[src/rtl/xor_arbiter.sv]
// xor_arbiter: round-robin front end that shares one registered XOR unit
// (1-cycle latency) among N_REQ requesters. Each operation takes three
// cycles: grant/issue, XOR unit compute, result capture.
// Optional build macro: XOR_ARB_STATS_EN adds a 16-bit completed-operation
// counter on port ops_cnt.
module xor_arbiter #(
   parameter int N_REQ = 4,
   parameter int WIDTH = 8,
   parameter int ID_W  = 2
) (
   input  logic                   clk,
   input  logic                   rst,
   input  logic [N_REQ-1:0]       req,
   input  logic [N_REQ*WIDTH-1:0] a_bus,
   input  logic [N_REQ*WIDTH-1:0] b_bus,
   output logic [N_REQ-1:0]       gnt,
   output logic [WIDTH-1:0]       xor_a,
   output logic [WIDTH-1:0]       xor_b,
   input  logic [WIDTH-1:0]       xor_out,
   output logic [WIDTH-1:0]       res_data,
   output logic [ID_W-1:0]        res_id,
   output logic                   res_valid,
   output logic                   busy
`ifdef XOR_ARB_STATS_EN
   ,
   output logic [15:0]            ops_cnt
`endif
);

   typedef enum logic [1:0] {IDLE, ISSUE, CAPT} state_t;

   state_t          state;
   logic [ID_W-1:0] ptr;   // last requester served
   logic [ID_W-1:0] id;    // requester owning the in-flight operation
   logic [ID_W-1:0] win;   // current round-robin winner among raised req bits

   // First raised request found when scanning upward from ptr+1, wrapping
   // at N_REQ. Scanning from the far end keeps the nearest hit.
   function automatic logic [ID_W-1:0] rr_pick(input logic [N_REQ-1:0] r,
                                                input logic [ID_W-1:0]  p);
      logic [ID_W-1:0] idx;
      logic [ID_W-1:0] best;
      best = '0;
      for (int k = N_REQ; k >= 1; k--) begin
         idx = ID_W'((int'(p) + k) % N_REQ);
         if (r[idx]) best = idx;
      end
      return best;
   endfunction

   assign win  = rr_pick(req, ptr);
   assign busy = (state != IDLE);

   // Arbitration FSM with registered grant, operand and result outputs
   always_ff @(posedge clk or posedge rst) begin
      if (rst) begin
         state     <= IDLE;
         ptr       <= ID_W'(N_REQ - 1);
         id        <= '0;
         gnt       <= '0;
         xor_a     <= '0;
         xor_b     <= '0;
         res_data  <= '0;
         res_id    <= '0;
         res_valid <= 1'b0;
      end else begin
         gnt       <= '0;
         res_valid <= 1'b0;
         unique case (state)
            // Stage 0: pick winner, grant it and launch its operands
            IDLE: begin
               if (|req) begin
                  gnt   <= N_REQ'(1) << win;
                  xor_a <= a_bus[win*WIDTH +: WIDTH];
                  xor_b <= b_bus[win*WIDTH +: WIDTH];
                  id    <= win;
                  state <= ISSUE;
               end
            end
            // Stage 1: XOR unit registers xor_a ^ xor_b on this edge
            ISSUE: begin
               state <= CAPT;
            end
            // Stage 2: capture result, tag it, advance round-robin pointer
            CAPT: begin
               res_data  <= xor_out;
               res_id    <= id;
               res_valid <= 1'b1;
               ptr       <= id;
               state     <= IDLE;
            end
            default: begin
               state <= IDLE;
            end
         endcase
      end
   end

`ifdef XOR_ARB_STATS_EN
   // Count completed operations, wrapping naturally at 16 bits
   always_ff @(posedge clk or posedge rst) begin
      if (rst) begin
         ops_cnt <= '0;
      end else if (res_valid) begin
         ops_cnt <= ops_cnt + 16'd1;
      end
   end
`endif

endmodule

[config.mk]
export PLATFORM = sky130hd
export DESIGN_NAME = xor_arbiter
export DESIGN_NICKNAME = d
export VERILOG_FILES = /design/src/rtl/xor_arbiter.sv
export SDC_FILE = /design/constraint.sdc
export NUM_CORES = 1
export LEC_CHECK = 0
export BUFFER_PORTS_ARGS = -buffer_cell sky130_fd_sc_hd__buf_4
export CORE_ASPECT_RATIO = 2
export CORE_MARGIN = 10
export CORE_UTILIZATION = 40
export DETAILED_ROUTE_END_ITERATION = 8
export PLACE_DENSITY_LB_ADDON = 0.25
export SLEW_MARGIN = 20
export SYNTH_ARGS = -nofsm -noshare
export SYNTH_HDL_FRONTEND = slang
export SYNTH_SLANG_ARGS = --single-unit
[constraint.sdc]
create_clock -name clk -period 1.55 [get_ports clk]
set_input_delay 0 -clock clk [delete_from_list [all_inputs] [get_ports clk]]
set_output_delay 0 -clock clk [all_outputs]
set_load 0.02 [all_outputs]
# Yosys cells after proc, flatten, opt, wreduce, memory -nomap -nowiden
# Index checks and enable logic that the tools add are counted.
dict set report totals {
  reg_bits 37
  output_inout_bits 32
  input_bits 78
  word_cells 44
}
dict set report op_classes {
  muxes 17
  addsub 4
  reduce_logical 4
  eq_ne 3
  shift 3
  magnitude_cmp 4
}
# operator n
set ops {}
lappend ops {{32-bit by 6-bit indexed part select with 8-bit output} 2}
lappend ops {{2-bit by 3-bit less-than comparator with 1-bit output, second input constant} 4}
lappend ops {{2-bit 2-to-1 mux} 5}
lappend ops {{1-bit binary-select mux with 2-bit select} 4}
lappend ops {{4-bit 2-to-1 mux} 2}
lappend ops {{1-bit 2-to-1 mux} 5}
lappend ops {{2-bit by 1-bit adder with 2-bit output, second input constant} 2}
lappend ops {{2-bit adder, second input constant} 2}
lappend ops {{2-bit one-hot mux with 2 select lines} 1}
lappend ops {{4-bit OR reduction} 1}
lappend ops {{1-bit by 2-bit left shift with 4-bit output, first input constant} 1}
lappend ops {{2-bit by 1-bit == test with 1-bit output, second input constant} 1}
lappend ops {{2-bit == test, second input constant} 1}
lappend ops {{2-bit zero test} 1}
lappend ops {{2-bit inequality test, second input constant} 1}
lappend ops {{2-bit AND reduction} 1}
lappend ops {{2-bit nonzero test} 1}

# Logic depth before layout (Yosys ltp)
dict set report logic_depth {
  ltp_word 10
  depth_mapped 8
}

# Worst setup path before layout
# Ideal clock, no wire load.
dict set report synth_path {
  path_kind {register to register}
  startpoint {register ptr[1]}
  endpoint {register xor_b[6]}
  slack_ps -125
  arrival_ps 1542
  stages_incl_launch_ff 8
  required_ps 1417
  n_path_buf 2
  synth_period_minus_slack_ps 1675
  path_cell_list {dfstp_2 -> nand2b_1 -> a21oi_1 -> o221ai_2 -> buf_6 -> buf_12 -> mux2i_1 -> o221ai_2}
}
dict set report synth_between {
  elab_chain_cells 8
  elab_cells_between_ends 17
}
# item line
set synth_rtl {}
lappend synth_rtl {{start: declaration} 33} ;# logic [ID_W-1:0] ptr;
lappend synth_rtl {{start signal: assignment} 58} ;# ptr <= ID_W'(N_REQ - 1);
lappend synth_rtl {{start signal: assignment} 89} ;# ptr <= id;
lappend synth_rtl {{2-bit by 1-bit adder with 2-bit output} 45} ;# idx = ID_W'((int'(p) + k) % N_REQ);
lappend synth_rtl {{1-bit binary-select mux with 2-bit select} 46} ;# if (r[idx]) best = idx;
lappend synth_rtl {{1-bit 2-to-1 mux (implied by the code)} 46}
lappend synth_rtl {{2-bit 2-to-1 mux (3 in series)} 46}
lappend synth_rtl {{2-bit 2-to-1 mux *} 46}
lappend synth_rtl {{32-bit by 6-bit indexed part select with 8-bit output *} 75} ;# xor_b <= b_bus[win*WIDTH +: WIDTH];
lappend synth_rtl {{end signal: assignment} 75}
lappend synth_rtl {{end: declaration} 18} ;# output logic [WIDTH-1:0] xor_b,
# Every way passes the cells marked *; elsewhere a longest branch is shown, timed or not. The select of a mux whose other input is x is not followed.
# A chain may end at the register's enable or synchronous reset.

# Final worst setup path
dict set report layout_path {
  startpoint {register ptr[1]}
  endpoint {register xor_b[7]}
}
# Same word-level chain as after synthesis.

==> impl_results.rst <==
.. list-table::
   :header-rows: 1

   * - Metric
     - Value
   * - Outcome
     - complete, but fails checks
   * - Failing checks
     - negative hold slack, negative setup slack
   * - Total power per unit cell area
     - 1922 mW/mm²
   * - Max-slew violation total from the final report
     - 0
   * - I/O Buffers
     - ~110
   * - Via density per instance
     - between 5 and 6
   * - Non-Filler Cell Area, Final
     - around 0.0033 mm²
   * - Most frequent cells after synthesis
     - sky130_fd_sc_hd__nand2_1, sky130_fd_sc_hd__dfrtp_1, sky130_fd_sc_hd__mux2i_1
   * - VDD IR-drop max
     - between 1000 and 1500 µV
   * - Post-Synthesis Net Count
     - approximately 260
   * - Uppermost layer routed
     - met4
   * - Placement row count
     - 35
   * - Largest net degree at the start of global routing
     - 38
   * - CTS tree
     - yes
   * - Post-synth top area share
     - a little under half
   * - Largest area contributor in the netlist
     - sky130_fd_sc_hd__dfrtp_1
   * - Violation count after the first detailed-routing iteration
     - just over 80
   * - Total routed wirelength
     - around 7000 µm
   * - Part of the cycle the worst path needs
     - 116.8%
   * - Startpoint kind of the worst setup timing path
     - flip-flop
   * - # DRC
     - 0
   * - Area inside the core boundary
     - about 0.0046 mm²
   * - Leakage power
     - ~1.7 nW
   * - Area after detailed placement
     - roughly 0.0028 mm²
   * - GRT Resource Usage Total
     - 15.74%
   * - Final worst path period need
     - 1.811 ns
   * - Met2 WL post-DR
     - around 3800 µm
   * - Via count
     - ~1,900
   * - Leading cell type by number of instances after synthesis
     - sky130_fd_sc_hd__nand2_1
   * - Number of nets with antenna violations after routing
     - 0
   * - Filler cell count
     - between 300 and 400
   * - Hold Slack
     - -0.005897 ns
   * - CP Data Required Time
     - roughly 1.7 ns
   * - Dominant cells by area after synthesis
     - sky130_fd_sc_hd__dfrtp_1, sky130_fd_sc_hd__mux2i_1, sky130_fd_sc_hd__nand2_1, sky130_fd_sc_hd__o221ai_2, sky130_fd_sc_hd__o221ai_1
   * - Post-synth design cell area
     - approximately 0.0019 mm²
   * - Worst Path Max Fanout
     - 8
   * - Kind of end point of the critical path
     - flip-flop
   * - Count of clock tree sinks
     - 37
   * - Slew at the pin with the worst max-slew slack
     - between 0.4 and 0.5 ns
   * - DIE AREA
     - between 0.008 and 0.009 mm²
   * - Number of standard cells in the final layout excluding fillers
     - ~370
   * - Per-instance average area after synthesis
     - 10.89 µm²
   * - Setup violation total in the final timing report
     - 21
   * - Layout-stage area growth over the synthesis result
     - 71.75%
   * - Detailed-routing wirelength on met1
     - 2453 µm
   * - Routed len/inst
     - approximately 19 µm
   * - Count of synthesis-stage warnings from yosys
     - 0
   * - Number of nets in the finished design
     - slightly below 400
   * - Post-synth top flop
     - sky130_fd_sc_hd__dfrtp_1
   * - Type of the worst setup path
     - reg2reg
   * - Initial antenna violation count
     - 0
   * - RD Place Congestion
     - ~0.75
   * - Count of boundary I/O pins
     - 110
   * - Timing-limited maximum frequency
     - 552.2 MHz
   * - Number of cells in the design after placement
     - 341
   * - Number of levels in the clock H-tree
     - 2
   * - Vias in the first global route
     - ~2,000
   * - N_diodes
     - 0
   * - Path category of the worst min-delay check
     - in2reg
   * - Number of distinct library cell variants in the gate-level netlist after synthesis
     - 24
   * - Headroom to the max-slew limit
     - slightly below 70%
   * - Layout cells sized above 1
     - between 50% and 60%
   * - Slack of the critical path
     - -0.2610 ns
   * - Die Height
     - 118.2 µm
   * - DPL Wire Length
     - roughly 4800 µm
   * - Root buffer selected by CTS
     - sky130_fd_sc_hd__clkbuf_8
   * - Worst-case clock skew
     - roughly 0.006 ns
   * - Asr flop ratio synth
     - 100.0%
   * - Number of optimization iterations in the first detailed-route pass
     - 7
   * - Worst-case clock buffer depth
     - 2
   * - Register bit total from synthesis
     - 37
   * - Worst-skew pair later-pin latency
     - between 0.2 and 0.3 ns
   * - Portion of the post-synthesis area used by sequential elements
     - about half
   * - Total clock buffers created by CTS
     - 5
   * - Final Hold Viols
     - 1
   * - Unrepaired setup endpoints after global routing
     - yes
   * - Global-route wire length before repair
     - 10,670 µm
   * - Cell count after synthesis
     - approximately 180
   * - Met3 wirelength from detailed routing
     - about 620 µm
   * - Leftover overflow at the end of global routing
     - 0
   * - Signal arrival time at the worst endpoint
     - just under 2 ns
   * - Number of max-cap violations
     - 0
   * - Starting density of the core
     - between 40% and 50%
   * - CTS clk-pin slew, worst paths
     - around 0.080 ns
   * - Die Wd
     - around 69 µm
   * - Number of flops mapped to enable cells by yosys
     - 0
-- cell type report --
cell class / instances / area [µm²] / area share (%)
Timing Repair Buffer: 139 / 1192 / 36.03
Clock inverter: 1 / 30.03 / 0.9074
Inverter: 4 / 20.02 / 0.6049
Tap cell: 55 / 68.82 / 2.079
Multi-Input combinational cell: 125 / 983.4 / 29.72
Sequential cell: 37 / 928.4 / 28.05
Clock buffer: 7 / 86.33 / 2.609
-- kinds of logic (layout without fill, tap and decap cells) --
family	after synthesis	after routing	synth area share [%]
muxes	33	33	17.14
DFF	37	37	48.18
and+or+nand+nor	70	70	14.81
AOI/OAI and AO/OA	22	22	12.99
buffers and inverters	15	151	6.883
-- repair_timing --
item,CTS,global route
gates resized for setup,15,16
setup buffers,3,1
gates cloned,2,3
pin swaps,3,6
setup endpoints to repair,18,21
endpoints found under the hold margin,44,0
hold buffers,10,0
-- sequential cells by signal (all words and copies together), names as in the netlist, 2 cells and up --
register / flops
res_data: 8
state: 2
ptr: 2
id: 2
xor_a: 8
res_id: 2
gnt: 4
xor_b: 8
-- worst max-delay path, stage by stage, from the launching register on --
cell and delay, ns:
sky130_fd_sc_hd__dfstp_2 0.59, sky130_fd_sc_hd__nand2b_4 0.14, sky130_fd_sc_hd__a21oi_2 0.06, sky130_fd_sc_hd__o221ai_4 0.22, sky130_fd_sc_hd__buf_12 0.17, sky130_fd_sc_hd__buf_12 0.15, sky130_fd_sc_hd__mux2i_2 0.24, sky130_fd_sc_hd__o221ai_2 0.11
-- where the power goes --
group	leakage, nW	total [W]	internal, W	switching [W]
clock network	0.0585	0.000881	0.000525	0.000356
registers	0.459	0.00169	0.00144	0.000249
logic	1.19	0.00379	0.00187	0.00192
-- cell usage in the layout (no fill, tap or decap), types with 2 or more instances in the layout --
cell type | Yosys | layout
sky130_fd_sc_hd__buf_4 | 1 | 117
sky130_fd_sc_hd__nand2_1 | 57 | 54
sky130_fd_sc_hd__dfrtp_1 | 35 | 35
sky130_fd_sc_hd__mux2i_1 | 33 | 23
sky130_fd_sc_hd__o221ai_2 | 10 | 10
sky130_fd_sc_hd__dlygate4sd3_1 | 0 | 10
sky130_fd_sc_hd__mux2i_2 | 0 | 7
sky130_fd_sc_hd__o221ai_1 | 7 | 6
sky130_fd_sc_hd__clkbuf_8 | 0 | 6
sky130_fd_sc_hd__buf_6 | 3 | 5
sky130_fd_sc_hd__nor2_1 | 4 | 4
sky130_fd_sc_hd__buf_12 | 2 | 4
sky130_fd_sc_hd__inv_1 | 3 | 3
sky130_fd_sc_hd__nor2b_1 | 3 | 3
sky130_fd_sc_hd__mux2i_4 | 0 | 3
sky130_fd_sc_hd__nand2b_1 | 4 | 2
sky130_fd_sc_hd__nand2b_4 | 0 | 2
sky130_fd_sc_hd__nand2_2 | 0 | 2
sky130_fd_sc_hd__clkbuf_16 | 0 | 2
sky130_fd_sc_hd__dfstp_2 | 2 | 2
-- per-layer routing --
| layer | vias up | global-route usage, % |
|---|---|---|
| li1 | 888 | - |
| met2 | 87 | 27.86 |
| met4 | 0 | 5.570 |
| met3 | 10 | 6.616 |
| met1 | 892 | 15.90 |
| met5 | - | 0 |
-- worst paths after layout --
check | endpoint | depth (start not counted) | slack [ns] | startpoint
worst min-delay path | xor_a[2]$_DFFE_PP0P_ | 3 | -0.006 | a_bus[26]
worst min register to register | state[1]$_DFFE_PP0P_ | 1 | 0.45 | state[1]$_DFFE_PP0P_
worst max-delay path | xor_b[7]$_DFFE_PP0P_ | 7 | -0.26 | ptr[1]$_DFFE_PP1P_
min in group asynchronous | res_data[0]$_DFFE_PP0P_ | 4 | 0.38 | rst
max in group asynchronous | ptr[0]$_DFFE_PP1P_ | 4 | 0.80 | rst
worst max register to register | xor_b[7]$_DFFE_PP0P_ | 7 | -0.26 | ptr[1]$_DFFE_PP1P_
-- metrics by stage --
stage	hold slack, ns	util (%)	power [W]	setup TNS, ns	setup slack [ns]
after floorplan	0.1054	-	0.003707	-1.789	-0.1251
after global placement	0.1512	60.75	0.004812	-2.418	-0.1775
after detailed placement	0.1544	60.75	0.004878	-3.192	-0.2257
after CTS	0.001523	67.92	0.006069	-2.767	-0.2030
after global routing	0.003058	71.29	0.006758	-5.398	-0.3381
final	-0.005897	71.29	0.006361	-4.150	-0.2610
Power figures use the tool's default switching activity.
